## config.mk

```make
export PLATFORM = sky130hd
export DESIGN_NAME = uart
export DESIGN_NICKNAME = d
export VERILOG_FILES = /design/src/rtl/uart_pkg.sv /design/src/rtl/uart_rx.sv /design/src/rtl/uart.sv
export SDC_FILE = /design/constraint.sdc
export NUM_CORES = 1
export LEC_CHECK = 0
export CORE_MARGIN = 3
export CORE_UTILIZATION = 40
export DETAILED_ROUTE_END_ITERATION = 6
export PLACE_DENSITY_LB_ADDON = 0.2
export SLEW_MARGIN = 20
export SYNTH_ARGS = -nofsm -noshare
export SYNTH_HDL_FRONTEND = slang
export SYNTH_SLANG_ARGS = --single-unit
```

## constraint.sdc

```tcl
create_clock -name clk -period 5.7 [get_ports clk]
set_input_delay 1.14 -clock clk [delete_from_list [all_inputs] [get_ports clk]]
set_output_delay 1.14 -clock clk [all_outputs]
set_load 0.01 [all_outputs]
```

## src/rtl/uart_pkg.sv

```systemverilog
// Shared definitions for the 8N1 UART: frame size, FSM state encoding and
// counter sizing helper used by both the receive and transmit paths.
package uart_pkg;

    localparam int unsigned DATA_BITS = 8;

    typedef enum logic [1:0] {
        IDLE,
        START,
        DATA,
        STOP
    } state_t;

    function automatic int unsigned cnt_width(input int unsigned baudsel);
        return $clog2(2 * baudsel) + 1;
    endfunction

endpackage

```

## src/rtl/uart_rx.sv

```systemverilog
// UART receiver: 2-flop synchroniser plus edge-detect flop, mid-bit sampling
// FSM and a valid/ready holding register for the received byte.
module uart_rx
    import uart_pkg::*;
#(
    parameter int unsigned BAUDSEL = 625
) (
    input  logic                 clk,
    input  logic                 rst_n,
    input  logic                 rx,
    output logic                 rx_valid,
    input  logic                 rx_ready,
    output logic [DATA_BITS-1:0] rx_data
);

    localparam int unsigned CW = cnt_width(BAUDSEL);
    localparam logic [CW-1:0] HALF = CW'(BAUDSEL - 1);
    localparam logic [CW-1:0] FULL = CW'(2 * BAUDSEL - 1);
    localparam logic [2:0]    LAST = 3'(DATA_BITS - 1);

    logic                 rx_s1, rx_s2, rx_s3;
    state_t               state, state_nx;
    logic [CW-1:0]        cnt, cnt_nx;
    logic [2:0]           bit_idx, bit_nx;
    logic [DATA_BITS-1:0] sh, sh_nx;
    logic                 done;

    always_ff @(posedge clk or negedge rst_n) begin
        if (!rst_n) begin
            rx_s1    <= 1'b1;
            rx_s2    <= 1'b1;
            rx_s3    <= 1'b1;
            state    <= IDLE;
            cnt      <= '0;
            bit_idx  <= '0;
            sh       <= '0;
            rx_valid <= 1'b0;
            rx_data  <= '0;
        end else begin
            rx_s1   <= rx;
            rx_s2   <= rx_s1;
            rx_s3   <= rx_s2;
            state   <= state_nx;
            cnt     <= cnt_nx;
            bit_idx <= bit_nx;
            sh      <= sh_nx;
            // A completed byte only loads when the holding register is free
            // or being drained this cycle; otherwise it is dropped.
            if (done && (!rx_valid || rx_ready)) begin
                rx_data  <= sh;
                rx_valid <= 1'b1;
            end else if (rx_valid && rx_ready) begin
                rx_valid <= 1'b0;
            end
        end
    end

    always_comb begin
        state_nx = state;
        cnt_nx   = cnt;
        bit_nx   = bit_idx;
        sh_nx    = sh;
        done     = 1'b0;
        unique case (state)
            IDLE: begin
                if (rx_s3 && !rx_s2) begin
                    cnt_nx   = HALF;
                    state_nx = START;
                end
            end
            START: begin
                if (cnt == '0) begin
                    if (rx_s2) begin
                        state_nx = IDLE;
                    end else begin
                        cnt_nx   = FULL;
                        bit_nx   = '0;
                        state_nx = DATA;
                    end
                end else begin
                    cnt_nx = cnt - CW'(1);
                end
            end
            DATA: begin
                if (cnt == '0) begin
                    sh_nx  = {rx_s2, sh[DATA_BITS-1:1]};
                    cnt_nx = FULL;
                    if (bit_idx == LAST) begin
                        state_nx = STOP;
                    end else begin
                        bit_nx = bit_idx + 3'd1;
                    end
                end else begin
                    cnt_nx = cnt - CW'(1);
                end
            end
            STOP: begin
                if (cnt == '0) begin
                    done     = rx_s2;
                    state_nx = IDLE;
                end else begin
                    cnt_nx = cnt - CW'(1);
                end
            end
            default: state_nx = IDLE;
        endcase
    end

endmodule

```

## src/rtl/uart.sv

```systemverilog
// Full-duplex 8N1 UART top: instantiates the receiver and implements the
// transmitter inline. Bit period is 2*BAUDSEL clocks.
module uart
    import uart_pkg::*;
#(
    parameter int unsigned BAUDSEL = 625
) (
    input  logic                 clk,
    input  logic                 rst_n,
    input  logic                 rx,
    output logic                 tx,
    output logic                 rx_valid,
    input  logic                 rx_ready,
    output logic [DATA_BITS-1:0] rx_data,
    input  logic                 tx_valid,
    output logic                 tx_ready,
    input  logic [DATA_BITS-1:0] tx_data
);

    localparam int unsigned CW = cnt_width(BAUDSEL);
    localparam logic [CW-1:0] FULL = CW'(2 * BAUDSEL - 1);
    localparam logic [2:0]    LAST = 3'(DATA_BITS - 1);

    uart_rx #(
        .BAUDSEL (BAUDSEL)
    ) u_rx (
        .clk      (clk),
        .rst_n    (rst_n),
        .rx       (rx),
        .rx_valid (rx_valid),
        .rx_ready (rx_ready),
        .rx_data  (rx_data)
    );

    state_t               tx_state, tx_state_nx;
    logic [CW-1:0]        tx_cnt, tx_cnt_nx;
    logic [2:0]           tx_bit, tx_bit_nx;
    logic [DATA_BITS-1:0] tx_sh, tx_sh_nx;
    logic                 tx_nx;

    always_ff @(posedge clk or negedge rst_n) begin
        if (!rst_n) begin
            tx_state <= IDLE;
            tx_cnt   <= '0;
            tx_bit   <= '0;
            tx_sh    <= '0;
            tx       <= 1'b1;
        end else begin
            tx_state <= tx_state_nx;
            tx_cnt   <= tx_cnt_nx;
            tx_bit   <= tx_bit_nx;
            tx_sh    <= tx_sh_nx;
            tx       <= tx_nx;
        end
    end

    // tx is registered, so each level is set up on the edge that ends the
    // previous bit; the shifter is advanced one bit ahead of the line.
    always_comb begin
        tx_state_nx = tx_state;
        tx_cnt_nx   = tx_cnt;
        tx_bit_nx   = tx_bit;
        tx_sh_nx    = tx_sh;
        tx_nx       = tx;
        tx_ready    = 1'b0;
        unique case (tx_state)
            IDLE: begin
                tx_ready = 1'b1;
                tx_nx    = 1'b1;
                if (tx_valid) begin
                    tx_sh_nx    = tx_data;
                    tx_cnt_nx   = FULL;
                    tx_nx       = 1'b0;
                    tx_state_nx = START;
                end
            end
            START: begin
                if (tx_cnt == '0) begin
                    tx_cnt_nx   = FULL;
                    tx_bit_nx   = '0;
                    tx_nx       = tx_sh[0];
                    tx_state_nx = DATA;
                end else begin
                    tx_cnt_nx = tx_cnt - CW'(1);
                end
            end
            DATA: begin
                if (tx_cnt == '0) begin
                    tx_cnt_nx = FULL;
                    if (tx_bit == LAST) begin
                        tx_nx       = 1'b1;
                        tx_state_nx = STOP;
                    end else begin
                        tx_bit_nx = tx_bit + 3'd1;
                        tx_sh_nx  = {1'b0, tx_sh[DATA_BITS-1:1]};
                        tx_nx     = tx_sh[1];
                    end
                end else begin
                    tx_cnt_nx = tx_cnt - CW'(1);
                end
            end
            STOP: begin
                if (tx_cnt == '0) begin
                    tx_state_nx = IDLE;
                end else begin
                    tx_cnt_nx = tx_cnt - CW'(1);
                end
            end
            default: tx_state_nx = IDLE;
        endcase
    end

endmodule

```

==> out/summary.txt <==
status - complete, no violations
WHS - 349 ps
GRT Overall Usage - 0.158
Peak Freq - 0.306 GHz
max cap viols - 0
vias - 2911
commonest non-fill, non-tap cell in the layout - dfrtp_1
first-pass GRT wire length - 13100 um
Core Util, Final - 0.467
I/O pin count - 24
Reg power frac - 0.337
worst vdd ir - 0.465 mV
CTS hold repair buffers - 0
Net Count, Synth - 390
Reg area - 1580 sq um
Clk network pwr share - 0.167
number of I/O port buffers - 23
Core ar. - 8810 sq um
Primary FF master, synth - dfrtp_1
hpwl dp - 5260 um
ANT cells - 0
crit path time final - 3260 ps
Yosys top cell area share - 0.404
sequential area share after synthesis - 0.433
Post-Route Setup TNS - 0 ps
DRT iter0 DRCs - 127
HP Start - u_rx.rx_s1
Horiz. Die Dim - 102 um
Clock Latency Late Sink - 350 ps
fin crit share - 0.573
initial antenna violation count - 0
Die H - 102 um
Reg-to-Reg Start - tx_cnt[0]
multi-input combinational cell area - 1900 sq um
Mapped Area - 3650 sq um
Rows - 34
combinational group share of total power - 0.496
worst-path fanout max - 20
CTS clk-pin slew, worst paths - 70 ps
Int Pwr - 1.18 mW
Pwr Density - 516 nW/um^2
layout cells sized above 1 - 0.145
post-CTS setup buffer count - 0
Setup CP Type - register to primary output
full die area - 10300 sq um
fin nets - 404
Initial Util - 0.415
Final ANT Viol Nets - 0
Yosys top cell by area - dfrtp_1
final setup vio count - 0
final hold violations - 0
clk buf depth - 2
routed length per instance - 15.8 um
Synth cell types - 58
Layout area overhead - 12.6%
critical path launch point - tx_state[0]
First-pass DRT Iterations - 5
CTS tree - yes
HP Class - register to register
Syn. warnings - 0
clk_skew - 13.8 ps
post_cts resized - 0
Slew Viols, Final - 0
CP Launch Type - register
DRT Wirelength - 7710 um
Net Sw Power - 945 uW
commonest non-fill, non-tap cells in the layout - dfrtp_1, clkdlybuf4s50_1, a21oi_1, nor2_1
root buffer cell - clkbuf_8
Post-synth EDFFs - 0
Mapped Cells - 360
CP endpoint kind - primary output
vias in the first global route - 2717
data required time of the critical path - 4560 ps
fillers - 814
Vias/cell - 5.98
GP Congestion - 0.867
RSZ-0062 raised after global routing - false
GRT overflow - 0
Seq cells post-synth - 63
Static Leak - 1.81 nW
worst relative slew slack - 0.351
top post-synthesis cells by area - dfrtp_1, ha_1, mux2_2
H-tree levels - 3
post-synthesis async set-or-reset flop share - 1.00
DRC - 0
Num CTS Buffers - 9
Mapped Avg Cell Area - 10.2 sq um
largest net degree at the start of global routing - 64
Critical Path AT - 2120 ps
clock net sink count - 63
slew at the pin closest to its max-slew limit - 971 ps
switching share of total power - 0.445
-- worst paths after layout --
kind	endpoint	slack (ps)	cells after the start
min reg2reg	u_rx.rx_s2	350	0
max in group asynchronous	tx_bit[2]	4220	2
min	u_rx.rx_s2	350	0
min in group asynchronous	u_rx.rx_data[4]	950	2
max	tx_ready	2440	3
max reg2reg	tx_cnt[10]	2970	6
-- layout make-up --
| class | instances | area share |
|---|---|---|
| clock buffer | 9 | 0.0301 |
| clock inverter | 7 | 0.0134 |
| inverter | 18 | 0.0164 |
| multi-input combinational | 256 | 0.463 |
| sequential | 63 | 0.384 |
| tap | 108 | 0.0328 |
| timing repair buffer | 26 | 0.0602 |
-- per-layer routing --
layer	wire length, um	track usage	vias to the layer above
li1	-	-	1428
met1	3660	0.213	1398
met2	3620	0.254	77
met3	362	0.0393	8
met4	73	0.0440	0
met5	0	0	-
-- sequential cells by signal, summed over array words and instances, names as in the netlist, named ones only --
signal         count
u_rx.rx_s2         1
tx_bit             3
u_rx.cnt          12
u_rx.rx_s1         1
tx_sh              8
tx_cnt            12
u_rx.sh            8
u_rx.rx_s3         1
u_rx.bit_idx       3
u_rx.state         1
tx_state           2
u_rx.rx_valid      1
tx                 1
u_rx.rx_data       8
-- per-stage QoR --
step	setup WS, ps	std cells	power (mW)	instance area, sq um
3_5_place_dp	2820	471	1.77	3940
6_report	2440	487	2.12	4110
4_1_cts	2430	487	2.13	4110
2_1_floorplan	3210	360	1.54	3650
3_3_place_gp	2840	471	1.74	3940
5_1_grt	2310	487	2.30	4110
-- power groups by stage --
stage               Sequential (mW)  Combinational, mW  Clock [mW]
floorplan                     0.674              0.861           0
global placement              0.717               1.03           0
detailed placement            0.719               1.05           0
CTS                           0.713               1.05       0.370
global route                  0.737               1.18       0.387
finish                        0.715               1.05       0.355
-- worst max-delay path, cell delays in order (launching register included) --
cell	delay, ps
dfrtp_1	430
inv_1	100
ha_1	590
clkdlybuf4s50_1	660
-- cell usage after synthesis, drive strengths merged (2+ instances only) --
library cell / count
nand2: 7
a211o: 8
a21oi: 21
buf: 3
a211oi: 6
nand3: 9
o22ai: 9
nand2b: 8
a22o: 4
o31ai: 9
clkbuf: 20
o22a: 4
inv: 18
or4b: 3
dfstp: 4
nand4: 3
nor3: 15
ha: 17
nor3b: 2
dfrtp: 59
or2: 4
o221a: 9
o21ai: 12
a31oi: 5
a221o: 2
nor4b: 4
mux2: 18
or3: 6
o41ai: 4
or3b: 2
nor4: 13
a21o: 8
nand4b: 2
nor2: 20
or4: 7
-- logic make-up (layout without fill, tap and decap cells) --
group                    count (synthesis)  count (layout)  share of synthesized area
buffers and inverters                   41              60                     0.0466
AND/OR/NAND/NOR                        107             107                      0.176
flip-flops                              63              63                      0.433
adder cells (fa/ha/maj)                 17              17                     0.0582
multiplexers                            18              18                     0.0555
AO/OA/AOI/OAI                          114             114                      0.231
Power figures use the tool's default switching activity.
